**config.mk**
```make
export PLATFORM = sky130hd
export DESIGN_NAME = oam_dma
export DESIGN_NICKNAME = d
export VERILOG_FILES = /design/src/rtl/nes_pkg.sv /design/src/rtl/oam_dma.sv
export SDC_FILE = /design/constraint.sdc
export NUM_CORES = 1
export LEC_CHECK = 0
export ABC_AREA = 1
export CAP_MARGIN = 25
export CORE_UTILIZATION = 50
export DETAILED_ROUTE_END_ITERATION = 16
export GPL_ROUTABILITY_DRIVEN = 0
export PLACE_DENSITY = 0.85
export SLEW_MARGIN = 10
export SYNTH_ARGS = -nofsm -noshare
export SYNTH_HDL_FRONTEND = slang
export SYNTH_SLANG_ARGS = --single-unit
export TNS_END_PERCENT = 20
```
**constraint.sdc**
```tcl
create_clock -name clk -period 3.47 [get_ports clk]
set_input_delay 0.694 -clock clk [delete_from_list [all_inputs] [get_ports clk]]
set_output_delay 0.694 -clock clk [all_outputs]
set_load 0.02 [all_outputs]
```
**src/rtl/nes_pkg.sv**
```systemverilog
// Shared NES definitions: OAM DMA state encoding and the bus register addresses it uses.
package nes_pkg;

   typedef enum logic [2:0] {
      ST_IDLE,
      ST_HALT,
      ST_ALIGN,
      ST_READ,
      ST_WRITE
   } dma_state_t;

   localparam logic [15:0] DMA_REG_ADDR = 16'h4014;
   localparam logic [15:0] OAMDATA_ADDR = 16'h2004;

endpackage : nes_pkg

```
**src/rtl/oam_dma.sv**
```systemverilog
// OAM DMA engine: a CPU write to the DMA register halts the CPU and copies one
// 256-byte page into PPU OAMDATA as parity-aligned read/write cycle pairs.
module oam_dma #(
   parameter logic [15:0] DMA_REG_ADDR = nes_pkg::DMA_REG_ADDR,
   parameter logic [15:0] OAMDATA_ADDR = nes_pkg::OAMDATA_ADDR,
   parameter int          XFER_LEN     = 256
) (
   input  logic        clk,
   input  logic        rst,
   input  logic [15:0] cpu_addr_i,
   input  logic        cpu_rw_i,
   input  logic [7:0]  cpu_data_i,
   output logic        rdy_o,
   output logic        dma_active_o,
   output logic [15:0] dma_addr_o,
   output logic        dma_rw_o,
   output logic [7:0]  dma_data_o,
   input  logic [7:0]  dma_data_i
);
   import nes_pkg::*;

   localparam logic [8:0] LAST_IDX = 9'(XFER_LEN - 1);

   dma_state_t  state;
   logic        par;
   logic [8:0]  idx;
   logic [7:0]  page;
   logic [7:0]  latch;

   logic        trigger;
   logic [8:0]  idx_inc;

   assign trigger    = !cpu_rw_i && (cpu_addr_i == DMA_REG_ADDR);
   assign idx_inc    = idx + 9'd1;
   assign dma_data_o = latch;

   // Outputs are registered, so each transition loads the bus values of the state being entered.
   always_ff @(posedge clk) begin
      // NOTE: every register here uses non-blocking assignment so all updates see pre-edge values.
      if (!rst) begin
         state        <= ST_IDLE;
         par          <= 1'b0;
         idx          <= '0;
         page         <= '0;
         latch        <= '0;
         rdy_o        <= 1'b1;
         dma_active_o <= 1'b0;
         dma_rw_o     <= 1'b1;
         dma_addr_o   <= '0;
      end else begin
         par <= ~par;
         unique case (state)
            ST_IDLE: begin
               if (trigger) begin
                  page  <= cpu_data_i;
                  idx   <= '0;
                  rdy_o <= 1'b0;
                  state <= ST_HALT;
               end
            end
            ST_HALT: begin
               // par is 1 now means it is 0 next cycle, which is where a READ must land.
               dma_active_o <= 1'b1;
               dma_rw_o     <= 1'b1;
               dma_addr_o   <= {page, idx[7:0]};
               state        <= par ? ST_READ : ST_ALIGN;
            end
            ST_ALIGN: begin
               state <= ST_READ;
            end
            ST_READ: begin
               latch      <= dma_data_i;
               dma_rw_o   <= 1'b0;
               dma_addr_o <= OAMDATA_ADDR;
               state      <= ST_WRITE;
            end
            ST_WRITE: begin
               idx      <= idx_inc;
               dma_rw_o <= 1'b1;
               if (idx == LAST_IDX) begin
                  rdy_o        <= 1'b1;
                  dma_active_o <= 1'b0;
                  state        <= ST_IDLE;
               end else begin
                  dma_addr_o <= {page, idx_inc[7:0]};
                  state      <= ST_READ;
               end
            end
            default: state <= ST_IDLE;
         endcase
      end
   end

endmodule : oam_dma

```
---- Word-level counts from Yosys, hierarchy flattened ----
Index checks and enable logic that the tools add are counted.
word-level totals
  register bits ........................... 48
  bits of input ports ..................... 35
  output and inout port bits .............. 27
  logic and storage cells ................. 47
operators by class
  add/subtract/negate cells ............... 1
  equality and inequality tests ........... 9
  multiplexer cells ....................... 14
  bitwise gates (word level) .............. 1
  reductions and logical operators ........ 13
operators by type and width
  cell                                                               number
  16-bit case mux with 3 select lines                                1
  9-bit case mux with 2 select lines                                 1
  16-bit by 15-bit == test with 1-bit output, second input constant  1
  16-bit 2-to-1 mux                                                  1
  3-bit case mux with 5 select lines                                 1
  9-bit by 1-bit adder with 9-bit output, second input constant      1
  9-bit by 8-bit == test with 1-bit output, second input constant    1
  9-bit 2-to-1 mux                                                   1
  2-bit AND reduction                                                4
  3-bit by 2-bit == test with 1-bit output, second input constant    2
  2-bit != test, second input constant                               3
  1-bit case mux with 2 select lines                                 3
  2-bit nonzero test                                                 3
  1-bit 2-to-1 mux                                                   4
  3-bit by 1-bit == test with 1-bit output, second input constant    1
  3-bit == test, second input constant                               1
  3-bit logical NOT                                                  1
  3-bit 2-to-1 mux                                                   1
  3-bit AND reduction                                                1
  3-bit nonzero test                                                 1
  2-bit 2-to-1 mux                                                   1
  2-bit OR reduction                                                 1
  1-bit logical AND                                                  1
  1-bit logical NOT                                                  1
  1-bit inverter                                                     1

---- Longest topological paths before layout ----
Gate-level depths: netlist of run 1.
  depth in word-level cells ............... 4
  gate-level depth with buffers ........... 10
  gate-level depth less buffers ........... 10

---- Worst setup path before layout of run 1 ----
OpenSTA, ideal clock, no wires.
  kind .................................... register to register
  from .................................... register idx[0]
  to ...................................... register dma_addr_o[15]
  data arrival time ....................... 1678 ps
  data required time ...................... 3341 ps
  setup slack ............................. 1664 ps
  cell stages (with the launch flop) ...... 10
  path buffers ............................ 0
  period minus slack after synthesis ...... 1806 ps
  cell sequence ........................... dfxtp_1 -> ha_1 -> nand2_1 -> nor4_1 -> ha_1 -> inv_1 -> nand2_2 -> nand2_2 -> a22oi_1 -> nor2_1
on the way
  longest elaborated chain between the ends .. 3
ends and longest elaborated chain
  item                                      line           RTL
  start: declaration                        oam_dma.sv:26  logic [8:0] idx;
  start signal: assignment                  oam_dma.sv:78  idx <= idx_inc;
  9-bit by 8-bit == test with 1-bit output  oam_dma.sv:80  if (idx == LAST_IDX) begin
  2-bit != test (no line)                   -
  2-bit AND reduction (no line)             -
  end signal: assignment                    oam_dma.sv:65  dma_addr_o <= {page, idx[7:0]};
  end signal: assignment                    oam_dma.sv:85  dma_addr_o <= {page, idx_inc[7:0]};
  end: declaration                          oam_dma.sv:15  output logic [15:0] dma_addr_o,
No other way between the ends.
A chain may end at the register's enable or synchronous reset.

---- Worst setup path in the final report of run 1 ----
  from .................................... input cpu_addr_i[14]
  to ...................................... register page[1]
on the way
  longest elaborated chain between the ends .. 3
ends and longest elaborated chain
  item                                        line           RTL
  start: declaration                          oam_dma.sv:10  input logic [15:0] cpu_addr_i,
  16-bit by 15-bit == test with 1-bit output  oam_dma.sv:33  assign trigger = !cpu_rw_i && (cpu_addr_i == DMA_REG_ADDR);
  1-bit logical AND                           oam_dma.sv:33
  2-bit AND reduction (no line)               -
  end signal: assignment                      oam_dma.sv:55  page <= cpu_data_i;
  end: declaration                            oam_dma.sv:27  logic [7:0] page;
No other way between the ends.

==> results of run 1 <==
[registers in the layout, indices dropped and copies added (netlist names)]
name          flops
dma_addr_o       16
idx               9
dma_data_o        8
page              8
state             3
dma_active_o      1
dma_rw_o          1
par               1
rdy_o             1
[worst max path at each step]
| stage | end | cells past startpoint | from |
|---|---|---|---|
| after detailed placement | page[6] | 6 | cpu_addr_i[14] |
| after floorplan | dma_addr_o[15] | 9 | idx[0] |
| final | page[1] | 6 | cpu_addr_i[14] |
| after CTS | page[1] | 6 | cpu_addr_i[14] |
| after global routing | state[1] | 9 | idx[0] |
| after global placement | idx[2] | 5 | cpu_addr_i[14] |
[layout make-up]
class / instances / area (sq um)
inverters: 23 / 91.34
well taps: 50 / 62.56
clock buffers: 6 / 82.58
flip-flops and latches: 48 / 960.9
clock inverters: 2 / 15.01
repair buffers: 62 / 618.1
multi-input cells: 191 / 1008
fillers: 337 / 1190
[critical path, cell delays in order]
cell and delay, ns:
clkdlybuf4s50_1 0.45, nor3b_1 0.28, nand4_2 0.45, inv_2 0.31, nor2_1 0.07, nor2_1 0.10
[per-layer routing]
layer  part of all wire [%]  GRT usage [%]
met1                     45          29.15
met2                     47          38.38
met3                    6.5          6.336
met4                    1.6          7.979
met5                      0              0
[report_power, final]
| part | total [uW] | switching (uW) | leakage, uW | internal (uW) |
|---|---|---|---|---|
| Clock | 347 | 185 | 0.0000434 | 161 |
| Sequential | 576 | 10.0 | 0.000387 | 566 |
| Combinational | 159 | 81.6 | 0.000638 | 77.0 |
| Total | 1080 | 277 | 0.00107 | 804 |
[placed cells by master (no fill, tap or decap), drive strengths merged, types with 2 or more instances in the layout]
master         Yosys  final
clkdlybuf4s50      0     61
nand3             17     17
a22oi              5      5
nor2              60     60
inv               23     23
dfxtp             48     48
nand4              2      2
clkinvlp           0      2
ha                 3      3
or2                2      2
o21ai             25     25
nor3               6      6
clkbuf             5      6
a21oi             20     20
a31oi              2      2
nand2             44     44
[cells by family (layout without fill, tap and decap cells)]
family	Yosys count	after routing	share of synthesized area [%]
AOI/OAI and AO/OA	53	53	15.38
and+or+nand+nor	135	135	30.53
buffers and inverters	31	93	6.864
DFF	48	48	45.44
adders and majority gates	3	3	1.775
[through the flow]
| step | cells | setup WS, ns |
|---|---|---|
| 2_1_floorplan | 270 | 1.664 |
| 3_3_place_gp | 374 | 1.097 |
| 3_5_place_dp | 374 | 1.015 |
| 4_1_cts | 382 | 1.335 |
| 5_1_grt | 382 | 1.113 |
| 6_report | 382 | 1.347 |
==> results by group, run 1 <==
Worst setup path
  – CP endpoint kind: flop
  – Worst Setup Start Kind: primary input
  – CP Class: primary input to flop
  – Reg-to-Reg End: dma_addr_o[11]
  – Critical path arrival: 2.37 ns
  – Reg-to-Reg Start: idx[0]
  – Cells on worst reg2reg path: 9
  – Critical path data required time: 3.71 ns
  – Crit path max fanout: 18
  – Reg2reg setup slack: about 1.4 ns

Die
  – Num rows: 23
  – Die Width: ~67 um
  – Overall die area: between 4000 and 5000 sq um
  – I/O pin count: 62
  – Starting density of the core: between 50% and 60%
  – Placeable core region: approximately 4000 sq um
  – Die height: 67.03 um

Logic synthesis
  – Avg Inst Size Synth: 7.832 sq um
  – Yosys reg bits: 48
  – Yosys warns: 0
  – Cells after synthesis: 270
  – Net Count, Synth: roughly 300
  – Area fraction of the dominant cell type after synthesis: a little under half
  – Most numerous cell in the Yosys netlist: nor2_1
  – Async SR Flop Fraction: 0%
  – Synth area leaders: dfxtp_1 (45%), nor2_1 (10%), nand2_1 (5.9%), o21ai_0 (5.4%), a21oi_1 (3.6%)
  – Yosys cell types: 36
  – Leading area contributor after synthesis: dfxtp_1
  – Mapped cell area: ~2100 sq um
  – Synth cell count leaders: nor2_1 (59), dfxtp_1 (48), nand2_1 (33)
  – Register area share after synthesis: between 40 and 50%
  – EDFF count, synth: 0
  – Prevailing post-synth register cell: dfxtp_1

Timing
  – Fin. Hold Viols: 0
  – Hold_ws: ~0.43 ns
  – RSZ-0062 raised after global routing: no
  – Sum Neg Setup Slack: 0 ns
  – Fin. max-slew vios: 0
  – Final Critical Period: between 2 and 2.5 ns
  – Fmax: ~0.47 GHz
  – Worst slew margin: a little over two fifths
  – Final setup violation count: 0
  – Worst-Margin Slew: slightly below 0.9 ns
  – Skew final: 0.009946 ns
  – Fin crit share: about three fifths

Cells and area
  – N_diodes: 0
  – Share of cells above drive strength 1: roughly an eighth
  – Final #Nets: around 370
  – Final instance area: ~2800 sq um
  – Layout Utilization: slightly above 70%
  – Area grow syn2layout: 34.26%

Global routing
  – First-pass GRT wire length: just under 8000 um
  – Largest net degree at the start of global routing: 26
  – Gr ovfl total: 0
  – GRT Total Usage: 23.41%
  – Vias in the first global route: approximately 1,800
  – Initial antenna violation count: 0

Pwr
  – P_leak: about 0.0011 uW
  – Tot Pwr: 1081 uW
  – Max IR drop VDD: 0.2380 mV
  – Power per Cell Area: 380.8 nW/um^2

Routing
  – Vias: 1,964
  – Wirelength per Cell: ~12 um
  – TritonRoute pass-1 iters: 5
  – Number of DRC markers in iteration 0: 101
  – DRC violations left: 0
  – Final ANT Viol Nets: 0
  – Drt total wl: about 4700 um
  – Vias/cell: between 5 and 6

Place
  – Dpl hpwl: around 3300 um
  – Placed instance area: 2741 sq um
  – Port Buffer Count: 61

Clock network
  – Hold_buf cts: 0
  – CTS tree: yes
  – CTS Buf Count: 5
  – CTS H-tree depth: 2
  – Root Driver: clkbuf_8
  – Worst-Skew Late Latency: 0.31 ns
  – Setup bufs post-CTS: 0
  – Longest Clk Path Bufs: 2
  – Clk slew on worst S/H paths: approximately 0.08 ns
  – CTS resizes: 0
  – Num Clock Sinks: 48

Min path
  – WHS Path Cells: 1
  – Worst Min Path Start: par
  – Worst Hold End: par
  – Hold Path Class: flop to flop

Run status
  – Status: finished, final reports clean

Job
  – Max-cap violations: 0
Power figures use the tool's default switching activity.
==> run 2, diff against run 1 <==
CORE_UTILIZATION = 47   (was 50)
PLACE_DENSITY = 0.8   (was 0.85)
clock period = 2 ns   (was 3.47 ns; I/O delays follow)
==> results by group, run 2 (same netlist as run 1, synthesis figures left out) <==
Clock network
  – Worst-Skew Late Latency: 0.30 ns
  – Clk slew on worst S/H paths: 0.09 ns
  – CTS H-tree depth: 2
  – Num Clock Sinks: 48
  – CTS Buf Count: 5
  – Root Driver: clkbuf_8
  – CTS tree: yes
  – Longest Clk Path Bufs: 2
  – Setup bufs post-CTS: 0

Routing
  – Wirelength per Cell: around 12 um
  – Drt total wl: 4735 um
  – Number of DRC markers in iteration 0: about 160
  – DRC violations left: 0
  – TritonRoute pass-1 iters: 4
  – Vias/cell: roughly 5.1
  – Vias: about 2,000
  – Final ANT Viol Nets: 0

Global routing
  – Largest net degree at the start of global routing: 25
  – Vias in the first global route: around 1,800
  – GRT Total Usage: a little over a fifth
  – Initial antenna violation count: 0
  – First-pass GRT wire length: roughly 8300 um
  – Gr ovfl total: 0

Cells and area
  – N_diodes: 0
  – Final instance area: ~2900 sq um
  – Top Registers: dma_addr_o (16), idx (9)
  – Most common cell after layout, fill and taps aside: clkdlybuf4s50_1
  – Layout Utilization: approximately 68%
  – Final #Nets: between 300 and 400
  – Most frequent cells in the layout: clkdlybuf4s50_1 (61), nor2_1 (59), dfxtp_1 (48)
  – Area grow syn2layout: 38.94%
  – Fillers: about 400
  – Share of cells above drive strength 1: approximately 14%
  – Biggest register: dma_addr_o
  – Max reg flops: 16

Die
  – Starting density of the core: 48.90%
  – Die Width: 69.08 um
  – I/O pin count: between 60 and 70
  – Die height: around 69 um
  – Num rows: 24
  – Overall die area: 4771 sq um
  – Placeable core region: 4324 sq um

Pwr
  – Max IR drop VDD: between 0.4 and 0.5 mV
  – Reg power frac: between 40% and 50%
  – Tot Pwr: about 2100 uW
  – Switching fraction of total power: between 20 and 25%
  – P_leak: ~0.0011 uW
  – Comb pwr share: ~14%
  – Clk pwr share: roughly two fifths
  – Switch Pwr: roughly 470 uW
  – Pint: roughly 1600 uW
  – Power per Cell Area: just over 700 nW/um^2

Worst setup path
  – Worst Setup Start Kind: flop
  – Critical path arrival: 2.05 ns
  – CP Launch Point: idx[0]
  – CP Class: flop to flop
  – Critical path data required time: 2.19 ns
  – Reg-to-Reg Start: idx[0]
  – CP endpoint kind: flop
  – Crit path max fanout: 9

Place
  – Dpl hpwl: approximately 3400 um
  – Port Buffer Count: a little over 60
  – Placed instance area: around 2800 sq um

Timing
  – Fin. max-slew vios: 0
  – Skew final: between 0.008 and 0.009 ns
  – Final Critical Period: roughly 1.9 ns
  – Hold_ws: 0.4205 ns
  – Fmax: roughly 0.54 GHz
  – Final setup violation count: 0
  – Worst-Margin Slew: about 0.32 ns
  – Fin. Hold Viols: 0
  – Fin crit share: between 90% and 100%
  – Worst slew margin: roughly four fifths

Min path
  – Hold Path Class: flop to flop
  – Worst Min Path Start: par

Run status
  – Status: finished, final reports clean

Job
  – Max-cap violations: 0
[run 2: changes by cell type in the layout (fill, tap and decap cells not counted)]
cell / delta
buf_12: +1
buf_4: +3
bufinv_16: +2
clkbuf_8: -1
clkinvlp_4: -2
ha_1: -1
ha_2: +1
nand2_2: -1
nand2_4: +1
nor4_1: -1
nor4_4: +1
[run 2: worst paths after layout]
| kind | endpoint | slack [ns] | cells past startpoint |
|---|---|---|---|
| hold / removal | par | 0.42 | 1 |
| hold reg to reg | par | 0.42 | 1 |
| setup / recovery | dma_addr_o[15] | 0.14 | 9 |
| setup reg to reg | dma_addr_o[15] | 0.14 | 9 |
[run 2: through the flow]
step,instances,TNS [ns],worst slack (ns)
6_report,387,0,0.1401
5_1_grt,387,-0.02576,-0.02148
4_1_cts,387,0,0.06350
3_5_place_dp,380,0,0.01536
3_3_place_gp,380,0,0.1073
2_1_floorplan,270,0,0.1935
[run 2: power groups by stage]
stage	sequential, uW	combinational (uW)	clock [uW]
global route	1000	315	862
global placement	1020	282	0
CTS	1000	289	817
finish	999	290	803
floorplan	1040	130	0
detailed placement	1020	287	0
[run 2: routing by layer]
layer / up-vias / GRT usage (%) / wire length, um / share of wire [%]
met5: - / 0 / 0 / 0
met4: 0 / 7.937 / 77 / 1.6
met3: 11 / 5.263 / 315 / 6.7
met2: 66 / 34.74 / 2188 / 46
met1: 879 / 27.74 / 2152 / 45
li1: 1007 / - / - / -
[run 2: layout make-up]
class                   instances  area [sq um]  share of cell area, %
clock buffers                   5         68.82                  2.342
clock inverters                 2         60.06                  2.044
inverters                      23         91.34                  3.109
multi-input cells             191          1031                  35.09
flip-flops and latches         48         960.9                  32.71
well taps                      52         65.06                  2.215
repair buffers                 66         660.6                  22.49
[run 2: worst max-delay path, cell delays in order, from the launching register on]
cell	delay, ns
dfxtp_1	0.39
ha_1	0.20
nand2_1	0.11
nor4_4	0.30
ha_2	0.25
inv_1	0.05
nand2_2	0.09
nand2_4	0.11
a22oi_1	0.19
nor2_1	0.06
[run 2: repair_timing]
| item | 4_1_cts | 5_1_grt |
|---|---|---|
| endpoints found under the setup margin | 6 | 7 |
| hold buffers | 0 | 0 |
| resized for setup | 1 | 3 |
| pin swaps | 0 | 1 |
